<file path="config.mk">
export PLATFORM = sky130hd
export DESIGN_NAME = bullet_scheduler
export DESIGN_NICKNAME = d
export VERILOG_FILES = /design/src/rtl/bullet_scheduler.sv
export SDC_FILE = /design/constraint.sdc
export NUM_CORES = 1
export LEC_CHECK = 0
export CORE_MARGIN = 5
export CORE_UTILIZATION = 49
export CTS_CLUSTER_DIAMETER = 100
export DETAILED_ROUTE_END_ITERATION = 6
export PLACE_DENSITY_LB_ADDON = 0.1
export SYNTH_ARGS = -nofsm -noshare
export SYNTH_HDL_FRONTEND = slang
export SYNTH_SLANG_ARGS = --single-unit
</file>
<file path="constraint.sdc">
create_clock -name CLK -period 4.3 [get_ports CLK]
set_input_delay 0.86 -clock CLK [delete_from_list [all_inputs] [get_ports CLK]]
set_output_delay 0.86 -clock CLK [all_outputs]
set_load 0.02 [all_outputs]
</file>
<file path="src/rtl/bullet_scheduler.sv">
// Arbitrates tank fire requests onto three shared bullet slots; moves, bounces and retires live bullets each frame.
// Grants and slot outputs appear one cycle after the request; requests that cannot be served are dropped, never queued.
module bullet_scheduler #(
  parameter int XMAX         = 639,
  parameter int YMAX         = 479,
  parameter int LIFE         = 240,
  parameter int MAX_PER_TANK = 2,
  parameter int BSIZE        = 2
) (
  input  logic       CLK,
  input  logic       RESET_N,
  input  logic       frame_tick,
  input  logic       clear_all,
  input  logic       fire1_req,
  input  logic       fire2_req,
  input  logic [9:0] Tank1X,
  input  logic [9:0] Tank1Y,
  input  logic [9:0] Tank2X,
  input  logic [9:0] Tank2Y,
  input  logic [3:0] vx1,
  input  logic [3:0] vy1,
  input  logic [3:0] vx2,
  input  logic [3:0] vy2,
  output logic       fire1_ack,
  output logic       fire2_ack,
  output logic [9:0] Bullet1X,
  output logic [9:0] Bullet1Y,
  output logic [9:0] Bullet1S,
  output logic [9:0] Bullet2X,
  output logic [9:0] Bullet2Y,
  output logic [9:0] Bullet2S,
  output logic [9:0] Bullet3X,
  output logic [9:0] Bullet3Y,
  output logic [9:0] Bullet3S,
  output logic       is_bullet1_active,
  output logic       is_bullet2_active,
  output logic       is_bullet3_active,
  output logic       bullet1_owner,
  output logic       bullet2_owner,
  output logic       bullet3_owner
);

  localparam int NS = 3;
  localparam logic signed [10:0] XLIM = 11'(XMAX);
  localparam logic signed [10:0] YLIM = 11'(YMAX);
  localparam logic [1:0] MAXT = 2'(MAX_PER_TANK);
  localparam logic [7:0] LIFE_INIT = 8'(LIFE);

  logic [NS-1:0] r_act;
  logic [NS-1:0] r_own;
  logic [9:0]    r_x    [NS];
  logic [9:0]    r_y    [NS];
  logic [3:0]    r_vx   [NS];
  logic [3:0]    r_vy   [NS];
  logic [7:0]    r_life [NS];
  logic          r_prio;
  logic          r_ack1;
  logic          r_ack2;

  logic [1:0]    w_nfree, w_f0, w_f1, w_cnt1, w_cnt2;
  logic          w_el1, w_el2, w_g1, w_g2, w_flip;
  logic [1:0]    w_idx1, w_idx2;
  logic [NS-1:0] w_gs;
  logic [NS-1:0] w_gown;
  logic [13:0]   w_mx [NS];
  logic [13:0]   w_my [NS];

  function automatic logic [3:0] f_neg(input logic [3:0] v);
    f_neg = (v == 4'b1000) ? 4'b0111 : (~v + 4'd1);
  endfunction

  // Returns {velocity, position}; an out-of-range step keeps the position and reflects the velocity.
  function automatic logic [13:0] f_step(input logic [9:0] p, input logic [3:0] v,
                                         input logic signed [10:0] lim);
    logic signed [10:0] n;
    n = $signed({1'b0, p}) + $signed({{7{v[3]}}, v});
    if (n[10] || (n > lim)) f_step = {f_neg(v), p};
    else                    f_step = {v, n[9:0]};
  endfunction

  // A slot expiring this cycle still reads as active, so it cannot be re-granted until next cycle.
  always_comb begin
    w_nfree = '0;
    w_f0    = '0;
    w_f1    = '0;
    w_cnt1  = '0;
    w_cnt2  = '0;
    for (int i = 0; i < NS; i++) begin
      if (r_act[i]) begin
        if (r_own[i]) w_cnt2 = w_cnt2 + 2'd1;
        else          w_cnt1 = w_cnt1 + 2'd1;
      end else begin
        if (w_nfree == 2'd0)      w_f0 = 2'(i);
        else if (w_nfree == 2'd1) w_f1 = 2'(i);
        w_nfree = w_nfree + 2'd1;
      end
    end
  end

  assign w_el1 = fire1_req && (w_cnt1 < MAXT);
  assign w_el2 = fire2_req && (w_cnt2 < MAXT);

  always_comb begin
    w_g1   = 1'b0;
    w_g2   = 1'b0;
    w_idx1 = w_f0;
    w_idx2 = w_f0;
    w_flip = 1'b0;
    if (!clear_all && (w_nfree != 2'd0)) begin
      if (w_el1 && w_el2) begin
        if (w_nfree >= 2'd2) begin
          w_g1   = 1'b1;
          w_g2   = 1'b1;
          w_idx1 = r_prio ? w_f1 : w_f0;
          w_idx2 = r_prio ? w_f0 : w_f1;
        end else begin
          w_g1   = !r_prio;
          w_g2   = r_prio;
          w_flip = 1'b1;
        end
      end else begin
        w_g1 = w_el1;
        w_g2 = w_el2;
      end
    end
  end

  always_comb begin
    for (int i = 0; i < NS; i++) begin
      w_gown[i] = w_g2 && (w_idx2 == 2'(i));
      w_gs[i]   = (w_g1 && (w_idx1 == 2'(i))) || w_gown[i];
      w_mx[i]   = f_step(r_x[i], r_vx[i], XLIM);
      w_my[i]   = f_step(r_y[i], r_vy[i], YLIM);
    end
  end

  always_ff @(posedge CLK or negedge RESET_N) begin
    if (!RESET_N) begin
      r_act  <= '0;
      r_own  <= '0;
      r_prio <= 1'b0;
      r_ack1 <= 1'b0;
      r_ack2 <= 1'b0;
      for (int i = 0; i < NS; i++) begin
        r_x[i]    <= '0;
        r_y[i]    <= '0;
        r_vx[i]   <= '0;
        r_vy[i]   <= '0;
        r_life[i] <= '0;
      end
    end else begin
      r_ack1 <= w_g1;
      r_ack2 <= w_g2;
      if (w_flip) r_prio <= ~r_prio;
      for (int i = 0; i < NS; i++) begin
        if (clear_all) begin
          r_act[i] <= 1'b0;
        end else if (w_gs[i]) begin
          r_act[i]  <= 1'b1;
          r_own[i]  <= w_gown[i];
          r_x[i]    <= w_gown[i] ? Tank2X : Tank1X;
          r_y[i]    <= w_gown[i] ? Tank2Y : Tank1Y;
          r_vx[i]   <= w_gown[i] ? vx2 : vx1;
          r_vy[i]   <= w_gown[i] ? vy2 : vy1;
          r_life[i] <= LIFE_INIT;
        end else if (frame_tick && r_act[i]) begin
          r_life[i] <= r_life[i] - 8'd1;
          if (r_life[i] == 8'd1) begin
            r_act[i] <= 1'b0;
          end else begin
            r_vx[i] <= w_mx[i][13:10];
            r_x[i]  <= w_mx[i][9:0];
            r_vy[i] <= w_my[i][13:10];
            r_y[i]  <= w_my[i][9:0];
          end
        end
      end
    end
  end

  assign fire1_ack         = r_ack1;
  assign fire2_ack         = r_ack2;
  assign Bullet1X          = r_x[0];
  assign Bullet1Y          = r_y[0];
  assign Bullet2X          = r_x[1];
  assign Bullet2Y          = r_y[1];
  assign Bullet3X          = r_x[2];
  assign Bullet3Y          = r_y[2];
  assign Bullet1S          = 10'(BSIZE);
  assign Bullet2S          = 10'(BSIZE);
  assign Bullet3S          = 10'(BSIZE);
  assign is_bullet1_active = r_act[0];
  assign is_bullet2_active = r_act[1];
  assign is_bullet3_active = r_act[2];
  assign bullet1_owner     = r_own[0];
  assign bullet2_owner     = r_own[1];
  assign bullet3_owner     = r_own[2];

endmodule
</file>
==> flow_summary.ini, run 1 <==
[timing]
finalCritPeriodShare_pct = 88.8
rsz0062_at_grt = false
max_freq_ghz = 0.262
slew_violations = 0
skew_ps = 11.0
fin_crit_ps = 3820
tightest_slew_ps = 970
max-slew-margin-rel_pct = 35.1
fin_setup_tns_ps = 0
finalSetupViolations = 0
finalHoldViolCount = 0

[global_routing]
grt_max_degree = 51
grt_usage_pct = 27.8
antenna_found_initial = 0
grt_pass1_vias = 9764
grt_overflow = 0
grt_pass1_wl_um = 53800

[place]
gp_congestion = 0.965
place_area_um2 = 12100
io_buffers = 129
dpl.hpwl_um = 26500

[power_and_ir_drop]
ir_worst_vdd_v = 0.000489
swShare_pct = 49.2
seqPwrFrac_pct = 19.4
power_density_nw_per_um2 = 923
power_leakage_nw = 5.41
p_switching_mw = 5.76
intPower_mw = 5.94
clkPwrFrac_pct = 12.3
combinationalPowerShare_pct = 68.3

[worst_setup_path]
cp_cell_sequence = fa_1 -> a21boi_0 -> or4_4 -> or3_1 -> nor2_2 -> nand2_1 -> o22ai_1 -> a21oi_1
critPathMaxStageDelay_ps = 700
cp_num_buf_inv = 0
arrival_ps = 4100
setup.worst_path.class = reg -> reg
endpoint_kind = flip-flop
start_kind = flip-flop
cp_data_required_time_ps = 4580
worstPathMaxFanout = 16
slowest_stage = dfrtp_1
path_delay_family = simple AND/OR/NAND/NOR gates

[routing]
vias = 10300
route.met3.wl_um = 2660
wl_um = 34200
via_per_inst = 6.22
drt_iter0_markers = 863
route.top_layer_used = met4
dr.pass1.iters = 6
wl_met1_um = 14700
antenna_left = 0
wire_per_inst_um = 20.6
met2_length_um = 15400
drc_errors = 0

[cells_and_area]
drive_gt1_share_pct = 7.94
n_antenna_cell = 0
design_area_um2 = 12700
area_growth_pct = 20.4
nNetsFinal = 1521
final_util_pct = 60.1

[synthesis]
synth_cells = 1240
synth_top_family_by_area = compound AO/OA/AOI/OAI gates
ys_types = 89
synth_simple_gate_area_share_pct = 17.5
synth_top_area_share_pct = 27.8
yosysTopAreaCell = dfrtp_1
synth_area_um2 = 10500
synth_commonest_cells = 117 x dfrtp_1, 100 x nor2_1, 99 x nand2_1, 79 x ha_1, 78 x a21oi_1
synth_async_sr_flop_share_pct = 100
post_synth_xor_area_fraction_pct = 4.41
synth_warnings = 0
synth-seq-area-share_pct = 27.8
ys_top_cells_by_area = dfrtp_1 28%, ha_1 9.4%, a21oi_1 3.7%, o21ai_0 3.6%, nor2_1 3.6%
synthAdderAreaFrac_pct = 10.7
muxShareOfSynthArea_pct = 3.90
post-synth-top-count-cell = dfrtp_1
synth.avg_cell_area_um2 = 8.49
ys_ff_latch = 117
synth_compound_area_share_pct = 29.1
synth_edf_count = 0
yosys_most_used_dff = dfrtp_1

[clock_tree]
clock_sinks = 117
hold_buffers = 0
ctsResizeCount = 0
cts_tree = yes
clockBufferDepth = 2
clkTransAtPathRegs_ps = 60
postCtsSetupBuffers = 0
insertion_delay_ps = 430
numCtsBuffers = 17
htreeDepth = 4
clockRootBuffer = clkbuf_16

[outcome]
status = finished, final reports clean

[floorplanning]
start_util_pct = 49.9
dieHeight_um = 157
core.rowCount = 53
boundaryPins = 160
dieArea_um2 = 24500
core_um2 = 21100
die_x_um = 157

[run]
maxCapViolCount = 0

[hold_path]
hp-class = in -> async
## path summary, 6_finish.rpt
check	startpoint	to	slack (ps)	cells past startpoint
max	r_act[1]	Bullet1Y[7]	480	8
min	RESET_N	Bullet3X[7]	470	1
max reg2reg	r_act[1]	Bullet1Y[7]	480	8
min reg2reg	r_life[21]	r_life[21]	520	2
max in group asynchronous	RESET_N	Bullet2Y[8]	3020	2
min in group CLK	r_life[21]	r_life[21]	520	2
## through the flow
stage / worst slack (ps) / cells / hold slack, ps / total power [mW]
5_1_grt: 271 / 1661 / 529 / 12.7
2_1_floorplan: 870 / 1268 / 475 / 7.90
3_3_place_gp: 425 / 1629 / 498 / 10.0
6_report: 481 / 1661 / 468 / 11.7
3_5_place_dp: 402 / 1629 / 499 / 10.1
4_1_cts: 573 / 1661 / 502 / 11.6
## kinds of logic after synthesis
| group | count (synthesis) |
|---|---|
| AO/OA/AOI/OAI | 432 |
| AND/OR/NAND/NOR | 374 |
| buffers and inverters | 137 |
| flip-flops | 117 |
| adder cells (fa/ha/maj) | 86 |
| XOR/XNOR | 53 |
| multiplexers | 39 |
| other | 2 |
## power by group through the flow
stage / Sequential [mW] / Combinational, mW / Clock [mW]
4_1_cts: 2.26 / 7.94 / 1.45
5_1_grt: 2.35 / 8.82 / 1.51
2_1_floorplan: 2.40 / 5.50 / 0
6_report: 2.26 / 7.99 / 1.44
3_5_place_dp: 2.26 / 7.88 / 0
3_3_place_gp: 2.26 / 7.77 / 0
## metal layers
metal / vias to the layer above / GRT usage, %
met5: - / 0
met4: 0 / 12.3
met3: 89 / 4.78
met2: 456 / 42.9
met1: 4892 / 38.3
li1: 4898 / -
## cells in the final DEF (no fill, tap or decap), types with 27 or more instances in the layout
cell,n
ha_1,79
nand2_1,99
buf_4,34
nor2_1,100
a21oi_1,78
nor3_1,39
clkdlybuf4s50_1,128
nand3_1,27
o21ai_0,76
conb_1,30
inv_1,61
xnor2_1,31
dfrtp_1,117
## area by class of cell
class / instances / area (um^2)
fillers: 1894 / 8420
multi-input cells: 1014 / 7040
flip-flops and latches: 117 / 2930
repair buffers: 162 / 1540
clock buffers: 18 / 439
well taps: 275 / 344
inverters: 61 / 229
clock inverters: 14 / 153
## registers in the layout (all words and copies together), names as in the netlist
register,cells
Bullet1X,10
Bullet1Y,10
Bullet2X,10
Bullet2Y,10
Bullet3X,10
Bullet3Y,10
fire1_ack,1
fire2_ack,1
r_act,3
r_life,24
r_own,3
r_prio,1
r_vx,12
r_vy,12
(Power assumes the default switching activity.)
==> run 2, diff against run 1 <==
CORE_MARGIN = not set   (was 5)
REMOVE_ABC_BUFFERS = 1   (was not set)
==> run 2 against run 1 <==
  * Total power down 0.12%
  * Count of clock-buffer cells in the layout down 1
  * Final area rose by 0.37%
  * Core utilization grew 0.41 points
  * Clock skew is 1.6 ps lower
  * Sequential cell count stayed put
  * Critical path depth is 3 higher
  * Sequential share of layout area shrank 0.084 points
  * Highest routed layer is now met5
==> flow_summary.ini, run 2 (same netlist as run 1, synthesis figures left out) <==
[worst_setup_path]
cp.depth = 11
r2r_end = r_vy[6]
arrival_ps = 4240
cp_num_buf_inv = 1
cp_cell_sequence = and2_1 -> ha_1 -> and3_1 -> mux2_4 -> o31ai_2 -> nand2_1 -> nor3_2 -> buf_4 -> a22oi_1 -> a32oi_1 -> a2bb2oi_1
worstPathMaxFanout = 12
path_delay_family = simple AND/OR/NAND/NOR gates
setup.worst_path.class = reg -> reg
critPathMaxStageDelay_ps = 610
regToRegSetupSlack_ps = 410
start_kind = flip-flop
reg2reg_depth = 11
slowest_stage = nor3_2
r2r-start = r_act[0]
cp_data_required_time_ps = 4650
endpoint_kind = flip-flop

[timing]
max_freq_ghz = 0.257
rsz0062_at_grt = false
finalCritPeriodShare_pct = 90.5
finalHoldViolCount = 0
slew_violations = 0
tightest_slew_ps = 1040
skew_ps = 9.39
fin_crit_ps = 3890
finalSetupViolations = 0
holdWs_ps = 515
max-slew-margin-rel_pct = 30.5

[cells_and_area]
area_growth_pct = 20.8
mostFrequentLayoutCell = clkdlybuf4s50_1
n_antenna_cell = 0
regMostFlops = r_life
top_regs = r_life (24), r_vx (12), r_vy (12)
final_util_pct = 60.5
nNetsFinal = 1525
final_cell_mix = 128 x clkdlybuf4s50_1, 117 x dfrtp_1, 100 x nor2_1
drive_gt1_share_pct = 8.27
largest_reg_flops = 24

[routing]
wl_um = 33100
dr.pass1.iters = 6
drt_iter0_markers = 798
vias = 10400
antenna_left = 0
via_per_inst = 6.25
drc_errors = 0
wire_per_inst_um = 19.9

[global_routing]
antenna_found_initial = 1
grt_pass1_vias = 9665
grt_pass1_wl_um = 52900
grt_usage_pct = 30.9
grt_overflow = 0
grt_max_degree = 76

[outcome]
status = finished, final reports clean

[power_and_ir_drop]
combinationalPowerShare_pct = 68.2
seqPwrFrac_pct = 19.6
p_switching_mw = 5.75
clkPwrFrac_pct = 12.2
power_leakage_nw = 5.43
swShare_pct = 49.2
ir_worst_vdd_v = 0.000589
intPower_mw = 5.94
power_density_nw_per_um2 = 919

[floorplanning]
start_util_pct = 50.1
core.rowCount = 53
dieHeight_um = 149
boundaryPins = 160
dieArea_um2 = 22100
core_um2 = 21000
die_x_um = 149

[run]
maxCapViolCount = 0

[hold_path]
hp-class = reg -> reg
whs_path_depth = 2
worstHoldStart = r_life[7]
min_to = r_life[7]

[clock_tree]
htreeDepth = 4
postCtsSetupBuffers = 0
cts_tree = yes
insertion_delay_ps = 430
clkTransAtPathRegs_ps = 60
numCtsBuffers = 17
clockBufferDepth = 2
clock_sinks = 117
clockRootBuffer = clkbuf_16

[place]
dpl.hpwl_um = 25200
gp_congestion = 0.920
io_buffers = 129
[run 2: cell types whose count changed in the layout (fill, tap and decap cells not counted)]
cell	previous run	this run
buf_12	0	1
o21ai_2	4	3
clkbuf_8	1	0
o2111ai_2	0	1
o2111ai_1	6	5
clkinvlp_4	4	5
clkinv_2	2	3
buf_4	34	37
inv_6	3	2
o21ai_4	0	1
[run 2: area by class of cell]
cell class	instances	area (um^2)
clock buffer	17	425
clock inverter	15	156
fill	1909	8310
inverter	61	229
multi-input combinational	1014	7050
sequential	117	2930
tap	275	344
timing repair buffer	166	1580
[run 2: per-stage QoR]
stage,instance area (um^2),setup TNS [ps],power [mW],setup slack (ps),std cells
6_report,12700,0,11.7,410,1665
5_1_grt,12700,0,12.7,157,1665
4_1_cts,12700,0,11.6,303,1665
3_5_place_dp,12100,0,10.1,303,1633
3_3_place_gp,12100,0,10.0,361,1633
2_1_floorplan,10200,-40070,7.76,-1550,1192
[run 2: repair_timing]
item | CTS | global route
hold buffers | 0 | 0
resized for setup | 0 | 1
hold endpoints to repair | 0 | 0
endpoints found under the setup margin | 0 | 4
[run 2: worst max path at each step]
stage | endpoint | startpoint | slack [ps]
5_1_grt | r_vy[6] | r_act[0] | 160
4_1_cts | Bullet2Y[3] | r_act[0] | 300
3_5_place_dp | Bullet2Y[6] | r_act[0] | 300
3_3_place_gp | Bullet2Y[6] | fire1_req | 360
2_1_floorplan | Bullet3X[9] | r_act[0] | -1550
6_report | r_vy[6] | r_act[0] | 410
[run 2: power by group through the flow]
| stage | Clock, mW | Sequential (mW) | Combinational [mW] |
|---|---|---|---|
| after floorplan | 0 | 2.42 | 5.34 |
| final | 1.42 | 2.29 | 7.97 |
| after global placement | 0 | 2.28 | 7.77 |
| after detailed placement | 0 | 2.28 | 7.85 |
| after global routing | 1.48 | 2.37 | 8.81 |
| after CTS | 1.43 | 2.28 | 7.90 |
[run 2: metal layers]
| layer | global-route usage, % | part of all wire [%] | vias up |
|---|---|---|---|
| met5 | 0 | 0.036 | - |
| met4 | 12.3 | 3.3 | 2 |
| met3 | 6.32 | 7.4 | 76 |
| met2 | 47.9 | 45 | 449 |
| met1 | 41.9 | 44 | 4992 |
| li1 | - | - | 4891 |
[run 2: worst register-to-register path: stages, from the launching register on]
cell and delay (ps):
dfrtp_1 540, and2_1 250, ha_1 260, and3_1 210, mux2_4 350, o31ai_2 420, nand2_1 410, nor3_2 610
buf_4 270, a22oi_1 110, a32oi_1 210, a2bb2oi_1 170
==> run 3, diff against run 2 <==
CORE_MARGIN = 1   (was not set)
==> results of run 3 <==
Final layout, timing and power as in run 2 (identical DEF).
